==> src/rtl/bcd_pkg.sv <==
// bcd_pkg: shared constants and types for the shared binary-to-BCD engine.
//   BCD_WIDTH / BCD_DIGITS : default operand width and BCD digit count
//   bcd_state_e            : sequencer states (IDLE, SHIFT)
//   ADD3_THRESH / ADD3_CORR: double-dabble digit correction constants
//   id_width()             : requester index width, max(1, clog2(n))
package bcd_pkg;

   localparam int unsigned BCD_WIDTH  = 16;
   localparam int unsigned BCD_DIGITS = 5;

   typedef enum logic {
      ST_IDLE  = 1'b0,
      ST_SHIFT = 1'b1
   } bcd_state_e;

   localparam logic [3:0] ADD3_THRESH = 4'd4;
   localparam logic [3:0] ADD3_CORR   = 4'd3;

   function automatic int unsigned id_width(input int unsigned n);
      return (n > 1) ? 32'($clog2(n)) : 32'd1;
   endfunction

endpackage

==> src/rtl/bcd_dabble_step.sv <==
// bcd_dabble_step: one combinational double-dabble iteration.
//   acc_i [4*DIGITS-1:0] : BCD accumulator before the step
//   opd_i [WIDTH-1:0]    : remaining binary operand before the step
//   acc_o [4*DIGITS-1:0] : accumulator after add-3 correction and shift
//   opd_o [WIDTH-1:0]    : operand after shift (MSB moved into accumulator)
module bcd_dabble_step
   import bcd_pkg::*;
#(
   parameter int unsigned WIDTH  = BCD_WIDTH,
   parameter int unsigned DIGITS = BCD_DIGITS
) (
   input  logic [4*DIGITS-1:0] acc_i,
   input  logic [WIDTH-1:0]    opd_i,
   output logic [4*DIGITS-1:0] acc_o,
   output logic [WIDTH-1:0]    opd_o
);

   logic [4*DIGITS-1:0] adj;

   // Per-digit add-3; digits are corrected independently, no carry between them.
   always_comb begin
      adj = acc_i;
      for (int unsigned d = 0; d < DIGITS; d++) begin
         if (acc_i[4*d +: 4] > ADD3_THRESH) begin
            adj[4*d +: 4] = acc_i[4*d +: 4] + ADD3_CORR;
         end
      end
   end

   // Shift the concatenation so the operand MSB enters digit 0.
   assign {acc_o, opd_o} = {adj, opd_i} << 1;

endmodule

==> src/rtl/bcd_conv_sched.sv <==
// bcd_conv_sched: shared serial binary-to-BCD converter with round-robin
// arbitration between N requesters. One double-dabble iteration per clock.
//   clk, rst_n : clock, asynchronous active-low reset
//   req_i      : per-requester level request
//   bin_i      : operands, requester k in [k*WIDTH +: WIDTH]
//   gnt_o      : one-hot grant pulse on capture
//   busy_o     : conversion in progress
//   done_o     : result valid pulse
//   id_o       : requester index of the current result
//   bcd_o      : packed BCD result, digit 0 in [3:0]
//   blank_o    : leading-zero blank flags (only when BCD_BLANK_EN is defined)
module bcd_conv_sched
   import bcd_pkg::*;
#(
   parameter int unsigned N      = 2,
   parameter int unsigned WIDTH  = BCD_WIDTH,
   parameter int unsigned DIGITS = BCD_DIGITS
) (
   input  logic                    clk,
   input  logic                    rst_n,
   input  logic [N-1:0]            req_i,
   input  logic [N*WIDTH-1:0]      bin_i,
   output logic [N-1:0]            gnt_o,
   output logic                    busy_o,
   output logic                    done_o,
   output logic [id_width(N)-1:0]  id_o,
   output logic [4*DIGITS-1:0]     bcd_o
`ifdef BCD_BLANK_EN
   ,
   output logic [DIGITS-1:0]       blank_o
`endif
);

   localparam int unsigned IDW  = id_width(N);
   localparam int unsigned CNTW = (WIDTH > 1) ? $clog2(WIDTH) : 1;

   bcd_state_e          state_q;
   logic [IDW-1:0]      last_q;
   logic [CNTW-1:0]     cnt_q;
   logic [4*DIGITS-1:0] acc_q;
   logic [WIDTH-1:0]    opd_q;
   logic [N-1:0]        gnt_q;
   logic                done_q;
   logic [IDW-1:0]      id_q;
   logic [4*DIGITS-1:0] bcd_q;

   logic [4*DIGITS-1:0] step_acc;
   logic [WIDTH-1:0]    step_opd;

   logic                any_req;
   logic [IDW-1:0]      pick;
   logic [WIDTH-1:0]    pick_bin;
   int unsigned         scan_idx;

   bcd_dabble_step #(
      .WIDTH  (WIDTH),
      .DIGITS (DIGITS)
   ) u_step (
      .acc_i (acc_q),
      .opd_i (opd_q),
      .acc_o (step_acc),
      .opd_o (step_opd)
   );

   // Round-robin search starting one past the last granted requester.
   always_comb begin
      any_req  = 1'b0;
      pick     = '0;
      pick_bin = '0;
      scan_idx = 0;
      for (int unsigned i = 1; i <= N; i++) begin
         scan_idx = (32'(last_q) + i) % N;
         if (!any_req && req_i[IDW'(scan_idx)]) begin
            any_req  = 1'b1;
            pick     = IDW'(scan_idx);
            pick_bin = bin_i[scan_idx*WIDTH +: WIDTH];
         end
      end
   end

`ifdef BCD_BLANK_EN
   logic [DIGITS-1:0] blank_c;
   logic [DIGITS-1:0] blank_q;
   logic              hi_zero;

   // Digit i blanks when it and every higher digit are zero; digit 0 never blanks.
   always_comb begin
      blank_c = '0;
      hi_zero = 1'b1;
      for (int d = int'(DIGITS) - 1; d >= 1; d--) begin
         hi_zero    = hi_zero && (step_acc[4*d +: 4] == 4'd0);
         blank_c[d] = hi_zero;
      end
   end

   assign blank_o = blank_q;
`else
   // No blank flags in this build.
`endif

   // Sequencer: capture in IDLE, WIDTH iterations in SHIFT, publish on the last.
   always_ff @(posedge clk or negedge rst_n) begin
      if (!rst_n) begin
         state_q <= ST_IDLE;
         last_q  <= IDW'(N - 1);
         cnt_q   <= '0;
         acc_q   <= '0;
         opd_q   <= '0;
         gnt_q   <= '0;
         done_q  <= 1'b0;
         id_q    <= '0;
         bcd_q   <= '0;
`ifdef BCD_BLANK_EN
         blank_q <= '0;
`endif
      end else begin
         gnt_q  <= '0;
         done_q <= 1'b0;
         case (state_q)
            ST_IDLE: begin
               if (any_req) begin
                  opd_q   <= pick_bin;
                  acc_q   <= '0;
                  cnt_q   <= '0;
                  last_q  <= pick;
                  gnt_q   <= {{(N-1){1'b0}}, 1'b1} << pick;
                  state_q <= ST_SHIFT;
               end
            end
            ST_SHIFT: begin
               acc_q <= step_acc;
               opd_q <= step_opd;
               cnt_q <= cnt_q + CNTW'(1);
               if (cnt_q == CNTW'(WIDTH - 1)) begin
                  bcd_q   <= step_acc;
                  id_q    <= last_q;
                  done_q  <= 1'b1;
                  state_q <= ST_IDLE;
`ifdef BCD_BLANK_EN
                  blank_q <= blank_c;
`endif
               end
            end
            default: state_q <= ST_IDLE;
         endcase
      end
   end

   assign gnt_o  = gnt_q;
   assign busy_o = (state_q == ST_SHIFT);
   assign done_o = done_q;
   assign id_o   = id_q;
   assign bcd_o  = bcd_q;

endmodule

==> config.mk <==
export PLATFORM = sky130hd
export DESIGN_NAME = bcd_conv_sched
export DESIGN_NICKNAME = d
export VERILOG_FILES = /design/src/rtl/bcd_pkg.sv /design/src/rtl/bcd_dabble_step.sv /design/src/rtl/bcd_conv_sched.sv
export SDC_FILE = /design/constraint.sdc
export NUM_CORES = 1
export LEC_CHECK = 0
export CAP_MARGIN = 20
export CORE_MARGIN = 8
export CORE_UTILIZATION = 35
export CTS_CLUSTER_DIAMETER = 30
export DETAILED_ROUTE_END_ITERATION = 10
export SYNTH_ARGS = -nofsm -noshare
export SYNTH_HDL_FRONTEND = slang
export SYNTH_SLANG_ARGS = --single-unit
==> constraint.sdc <==
create_clock -name clk -period 1.65 [get_ports clk]
set_input_delay 0.165 -clock clk [delete_from_list [all_inputs] [get_ports clk]]
set_output_delay 0.165 -clock clk [all_outputs]
set_load 0.03 [all_outputs]
==> reports/results.tsv, run 1 <==
metric	value	unit
register area share after synthesis	51.6	%
Synth cell types	40	
reg2reg end	bcd_o[2]$_DFFE_PN0P_	
Avg Cell Area, Syn	9.92	um^2
maximum vdd drop	979	uV
status	finished, final reports clean	
DRC viols	0	
DR WL/cell	14.7	um
Synth area leader	dfrtp_1	
initial antenna violation count	0	
register bit total from synthesis	66	
Placeable Area	0.00906	mm^2
DIE WIDTH	112	um
Tot Pwr	8.07	mW
RSZ-0062 raised after global routing	false	
antenna cells	0	
Die ar.	0.0125	mm^2
Post-CTS Setup Bufs	0	
flop2flop setup slack	0.12	ns
WP depth	4	
Seq. cell area	0.00165	mm^2
Required @ worst endpoint	1.91	ns
top cells by count, synth	65 x dfrtp_1, 64 x nand2_1, 40 x o21ai_0	
dominant cell by count in the synthesized netlist	dfrtp_1	
Worst setup EP type	register	
Num Clock Sinks	66	
drt first pass iters	4	
Final ANT Viol Nets	0	
f_max	629	MHz
layout cell share with drive strength beyond 1	14.1	%
io pins	61	
first-pass GRT wire length	12800	um
Synth Net Count	370	
Vias/cell	4.99	
Crit Reg-Reg Startpoint	acc_q[0]$_DFFE_PN0P_	
Critical path destination	opd_q[3]$_DFFE_PN0P_	
post-synth top area share	50.8	%
Layout fillers	858	
Startpoint Class	input port	
number of global-route vias before repair	2651	
Synth Warn #	0	
Std-Cell Rows	35	
max-cap violation count	0	
area occupied by multi-input gates	0.00139	mm^2
synthesis-to-layout area growth	31.8	%
CTS Buffer Depth	2	
CTS HTree Levels	3	
Met2 Wirelength	3270	um
FFs w/ async S/R, synth	100	%
die height	112	um
crit-path max FO	11	
total CTS buffers	9	
min Tclk post-route	1.59	ns
Mapped Cells	323	
Buffers & Inverters on Critical Path	1	
DR vias	2529	
largest net degree at the start of global routing	67	
Worst-Margin Slew	1.12	ns
top cells by area, synth	dfrtp_1 51%, nand2_1 7.5%, o21ai_0 6.2%	
Main synth FF type	dfrtp_1	
Clock Latency Late Sink	0.33	ns
hold crit path type	input port to async pin	
Leak	1.87	nW
worst r2r path cells	6	
Critical Path AT	1.85	ns
count of final max-slew check failures	0	
origin of the worst setup path	req_i[1]	
power density cells	1910	mW/mm^2
Nets	439	
cell chain of the critical path	clkdlybuf4s50_1 -> nor2_1 -> a221oi_1 -> a2bb2oi_1	
Initial Util	35.3	%
CP max stage delay	0.86	ns
Crit-path slowest cell	nor2_1	
global placer's final weighted congestion	0.769	
GR Util All Layers	12.6	%
CP delay by family, top	simple AND/OR/NAND/NOR gates	
Final Cycle Share	96.4	%
CTS tree	built	
number of synthesized flops with an enable pin	0	
Routed WL	7460	um
met1 wire length	3730	um
Syn Std Cell Area	0.00320	mm^2
Clock Skews	0.00927	ns
final hold violation count	0	
Root Driver	clkbuf_8	
I/O Buffers	60	
Met3 Routed Length	380	um
final cell count without fillers	507	
total gr overflow	0	
Placed Cells incl. Taps	491	
Rel. slew slack	25.3	%
DR iter-0 viols	91	
highest metal used	met4	
Crit Path Class	input port to register	
HPWL Detailed	5090	um
Setup Viol. Count Final	0	
Worst-path clk slew	0.07	ns
-- cells in the final DEF, fill, tap and decap left out, drive strengths merged, types with 3 or more instances in the layout --
cell | netlist | routed
inv | 20 | 20
a2bb2oi | 11 | 11
ha | 11 | 11
xnor2 | 7 | 7
o41ai | 3 | 3
nand2 | 64 | 64
buf | 9 | 15
nor3 | 6 | 6
clkbuf | 7 | 10
a21oi | 14 | 14
a221oi | 11 | 11
o21ai | 44 | 44
mux2 | 5 | 5
nor2 | 19 | 19
o31ai | 3 | 3
and2 | 3 | 3
clkinv | 0 | 3
clkdlybuf4s50 | 0 | 58
dfrtp | 65 | 65
-- cell families (layout without fill, tap and decap cells) --
group           count (synthesis)  count (layout)  share of synthesized area [%]
flops                          66              66                           51.6
xor+xnor                        8               8                           2.19
simple gates                  100             100                           13.5
buf+inv                        36             109                           5.35
compound gates                 96              96                           21.0
mux                             6               6                           2.07
fa+ha+maj                      11              11                           4.30
-- per-stage QoR --
| step | setup TNS (ns) | worst slack (ns) | instance area, um^2 | util, % | hold slack (ns) |
|---|---|---|---|---|---|
| floorplan | 0 | 0.170 | 3200 | - | -0.131 |
| global placement | -1.49 | -0.214 | 3990 | 44.0 | 0.215 |
| detailed placement | -1.99 | -0.241 | 3990 | 44.0 | 0.217 |
| CTS | 0 | 0.0590 | 4210 | 46.5 | 0.364 |
| global route | 0 | 0.00410 | 4220 | 46.6 | 0.380 |
| finish | 0 | 0.0601 | 4220 | 46.6 | 0.377 |
-- layer usage --
layer	track usage [%]	vias to the layer above
met5	0	-
met4	5.74	0
met3	3.63	5
met2	19.3	60
met1	16.1	1214
li1	-	1250
-- worst min path at each step --
stage | to | cells after the start | startpoint
floorplan | acc_q[0]$_DFFE_PN0P_ | 0 | rst_n
global placement | opd_q[8]$_DFFE_PN0P_ | 2 | rst_n
detailed placement | opd_q[8]$_DFFE_PN0P_ | 2 | rst_n
CTS | opd_q[4]$_DFFE_PN0P_ | 3 | bin_i[20]
global route | opd_q[8]$_DFFE_PN0P_ | 3 | bin_i[24]
finish | bcd_o[17]$_DFFE_PN0P_ | 3 | rst_n
-- area by class of cell --
cell class | count | area share (%)
Clock buffer | 10 | 3.26
Timing Repair Buffer | 74 | 17.8
Tap cell | 111 | 3.29
Sequential cell | 66 | 39.1
Inverter | 20 | 1.78
Clock inverter | 5 | 1.87
Multi-Input combinational cell | 221 | 32.9
-- flip-flops by register name, summed over array words and instances (netlist names) --
register,flops
cnt_q,4
busy_o,1
done_o,1
acc_q,20
id_o,1
opd_q,16
bcd_o,20
gnt_o,2
last_q,1
-- worst min-delay path, cell delays in order --
cell	delay (ns)
dlygate4sd3_1	0.52
buf_2	0.12
buf_12	0.30
-- where the power goes --
part           leakage (nW)  internal (mW)  switching (mW)
combinational         0.931           1.69            1.95
clock                 0.112          0.881           0.604
sequential            0.826           2.37           0.580
-- what timing repair did --
item / 4_1_cts / 5_1_grt
endpoints found under the hold margin: 65 / 0
resized for setup: 0 / 4
endpoints found under the setup margin: 0 / 6
hold buffers: 1 / 0
Note: power is estimated with default switching activity, not from simulation.
==> run 2, diff against run 1 <==
--- a/config.mk
+++ b/config.mk
@@ -10,6 +10,7 @@
 export CORE_UTILIZATION = 35
 export CTS_CLUSTER_DIAMETER = 30
 export DETAILED_ROUTE_END_ITERATION = 10
+export SKIP_LAST_GASP = 1
 export SYNTH_ARGS = -nofsm -noshare
 export SYNTH_HDL_FRONTEND = slang
 export SYNTH_SLANG_ARGS = --single-unit
==> results of run 2 <==
No change in the layout: final DEF, timing and power equal those of run 1.
==> run 3, diff against run 2 <==
--- a/config.mk
+++ b/config.mk
@@ -6,6 +6,7 @@
 export NUM_CORES = 1
 export LEC_CHECK = 0
 export CAP_MARGIN = 20
+export CORE_ASPECT_RATIO = 0.8
 export CORE_MARGIN = 8
 export CORE_UTILIZATION = 35
 export CTS_CLUSTER_DIAMETER = 30
==> constraint.sdc (replaced) <==
create_clock -name clk -period 1.9 [get_ports clk]
set_input_delay 0.19 -clock clk [delete_from_list [all_inputs] [get_ports clk]]
set_output_delay 0.19 -clock clk [all_outputs]
set_load 0.03 [all_outputs]
==> run 3 against run 2 <==
  * Sequential share of layout area down 0.54 points
  * Cell area up 1.4%
  * Largest power group unchanged
  * Power down 9.0%
  * Largest cell class unchanged
  * Via count down 0.95%
  * Worst hold slack worse by 0.20 ns
  * Non-clock buffer count unchanged
  * Register-to-register slack better by 0.09 ns
  * Core utilization up 1.2 points
  * Count of clock-buffer cells in the layout up 3
==> reports/results.tsv, run 3 (synthesis gave the netlist of run 1 again) <==
metric	value	unit	change
status	finished, final reports clean		unchanged
Leak	1.90	nW	was 1.87 nW
CTS HTree Levels	3		unchanged
min Tclk post-route	1.69	ns	
Std-Cell Rows	31		was 35
hold buffers post-CTS	1		unchanged
RSZ-0062 raised after global routing	false		unchanged
crit-path max FO	3		was 11
Crit Reg-Reg Startpoint	acc_q[0]$_DFFE_PN0P_		unchanged
final hold violation count	0		unchanged
total gr overflow	0		unchanged
Nets	439		unchanged
layout cell share with drive strength beyond 1	12.9	%	was 14.1%
DR vias	2505		was 2,529
Final Cycle Share	89.0	%	
Placeable Area	0.00896	mm^2	was 0.00906 mm^2
Post-CTS Setup Bufs	0		unchanged
GR Util All Layers	12.8	%	was 12.6%
number of global-route vias before repair	2582		was 2,651
Initial Util	35.8	%	was 35.3%
Placed Cells incl. Taps	494		was 491
power density cells	1720	mW/mm^2	was 1910 mW/mm^2
Setup Viol. Count Final	0		unchanged
most common cell after layout, fill and taps aside	dfrtp_1		unchanged
final cell count without fillers	511		was 507
post-CTS sizing	0		unchanged
DR WL/cell	14.8	um	was 14.7 um
HPWL Detailed	5450	um	was 5090 um
synthesis-to-layout area growth	33.7	%	was 31.8%
Startpoint Class	register		was input port
CTS tree	built		unchanged
Crit Path Class	register to register		was input port to register
io pins	61		unchanged
Final ANT Viol Nets	0		unchanged
hold crit path type	input port to async pin		unchanged
Required @ worst endpoint	2.14	ns	was 1.91 ns
maximum vdd drop	821	uV	was 979 uV
f_max	591	MHz	
DP Worst Slack	-0.0755	ns	was -0.241 ns
Worst-Margin Slew	0.527	ns	was 1.12 ns
I/O Buffers	60		unchanged
Vias/cell	4.90		was 4.99
Worst setup EP type	register		unchanged
Tot Pwr	7.35	mW	was 8.07 mW
Routed WL	7580	um	was 7460 um
die height	102	um	was 112 um
Num Clock Sinks	66		unchanged
count of final max-slew check failures	0		unchanged
Die ar.	0.0125	mm^2	about the same
Clock Skews	0.00751	ns	was 0.00927 ns
Worst-path clk slew	0.05	ns	was 0.07 ns
total CTS buffers	9		unchanged
DRC viols	0		unchanged
largest net degree at the start of global routing	42		was 67
global placer's final weighted congestion	0.770		was 0.769
Root Driver	clkbuf_16		was clkbuf_8
most frequent cells in the layout	65 x dfrtp_1, 64 x nand2_1, 58 x clkdlybuf4s50_1		unchanged
first-pass GRT wire length	12700	um	was 12,800 um
Clock Latency Late Sink	0.32	ns	was 0.33 ns
origin of the worst setup path	acc_q[0]$_DFFE_PN0P_		was req_i[1]
DR iter-0 viols	124		was 91
drt first pass iters	4		unchanged
max-cap violation count	0		unchanged
CTS Buffer Depth	2		unchanged
Worst Setup Slack, final	0.208	ns	was 0.0601 ns
DIE WIDTH	123	um	was 112 um
Rel. slew slack	64.9	%	was 25.3%
initial antenna violation count	0		unchanged
antenna cells	0		unchanged
Critical Path AT	1.93	ns	was 1.85 ns
setup TNS	0	ns	unchanged
[run 3: cell types whose count changed in the layout (fill, tap and decap cells not counted), sizes merged]
| cell | delta |
|---|---|
| clkbuf | +3 |
| bufinv | -1 |
| clkinv | -2 |
[run 3: cell type report]
cell class                 count  area, um^2
tap                          115         144
fill                         834        4680
clock buffer                  13         270
multi-input combinational    221        1380
sequential                    66        1650
clock inverter                 2        35.0
inverter                      20        75.1
timing repair buffer          74         726
[run 3: worst max-delay path: stages (launching register included)]
cell and delay [ns]:
dfrtp_1 0.39, inv_1 0.12, ha_1 0.18, inv_1 0.05, a21oi_1 0.30, mux2_2 0.40, o21ai_0 0.15
[run 3: metal layers]
layer	part of all wire [%]	global-route usage, %
met2	47	20.4
met4	0.73	2.49
met5	0	0
met1	47	16.2
met3	4.9	5.07
[run 3: through the flow]
stage / util, % / area (um^2) / hold slack [ns]
2_1_floorplan: - / 3200 / -0.106
3_3_place_gp: 44.2 / 3960 / -0.0150
3_5_place_dp: 44.2 / 3960 / -0.0144
4_1_cts: 47.7 / 4280 / 0.175
5_1_grt: 47.8 / 4280 / 0.178
6_report: 47.8 / 4280 / 0.181
[run 3: path summary, 6_finish.rpt]
kind | end | slack (ns) | cells after the start
setup / recovery | acc_q[2]$_DFFE_PN0P_ | 0.21 | 6
hold / removal | opd_q[1]$_DFFE_PN0P_ | 0.18 | 2
setup reg to reg | acc_q[2]$_DFFE_PN0P_ | 0.21 | 6
hold reg to reg | bcd_o[7]$_DFFE_PN0P_ | 0.47 | 2
max in group asynchronous | acc_q[6]$_DFFE_PN0P_ | 1.03 | 3
min in group clk | opd_q[8]$_DFFE_PN0P_ | 0.41 | 3
[run 3: power breakdown]
part | leakage [nW] | switching [mW] | internal [mW] | total (mW)
combinational | 0.922 | 1.71 | 1.41 | 3.12
clock | 0.152 | 0.558 | 1.11 | 1.67
sequential | 0.826 | 0.501 | 2.06 | 2.56
total | 1.90 | 2.77 | 4.58 | 7.35
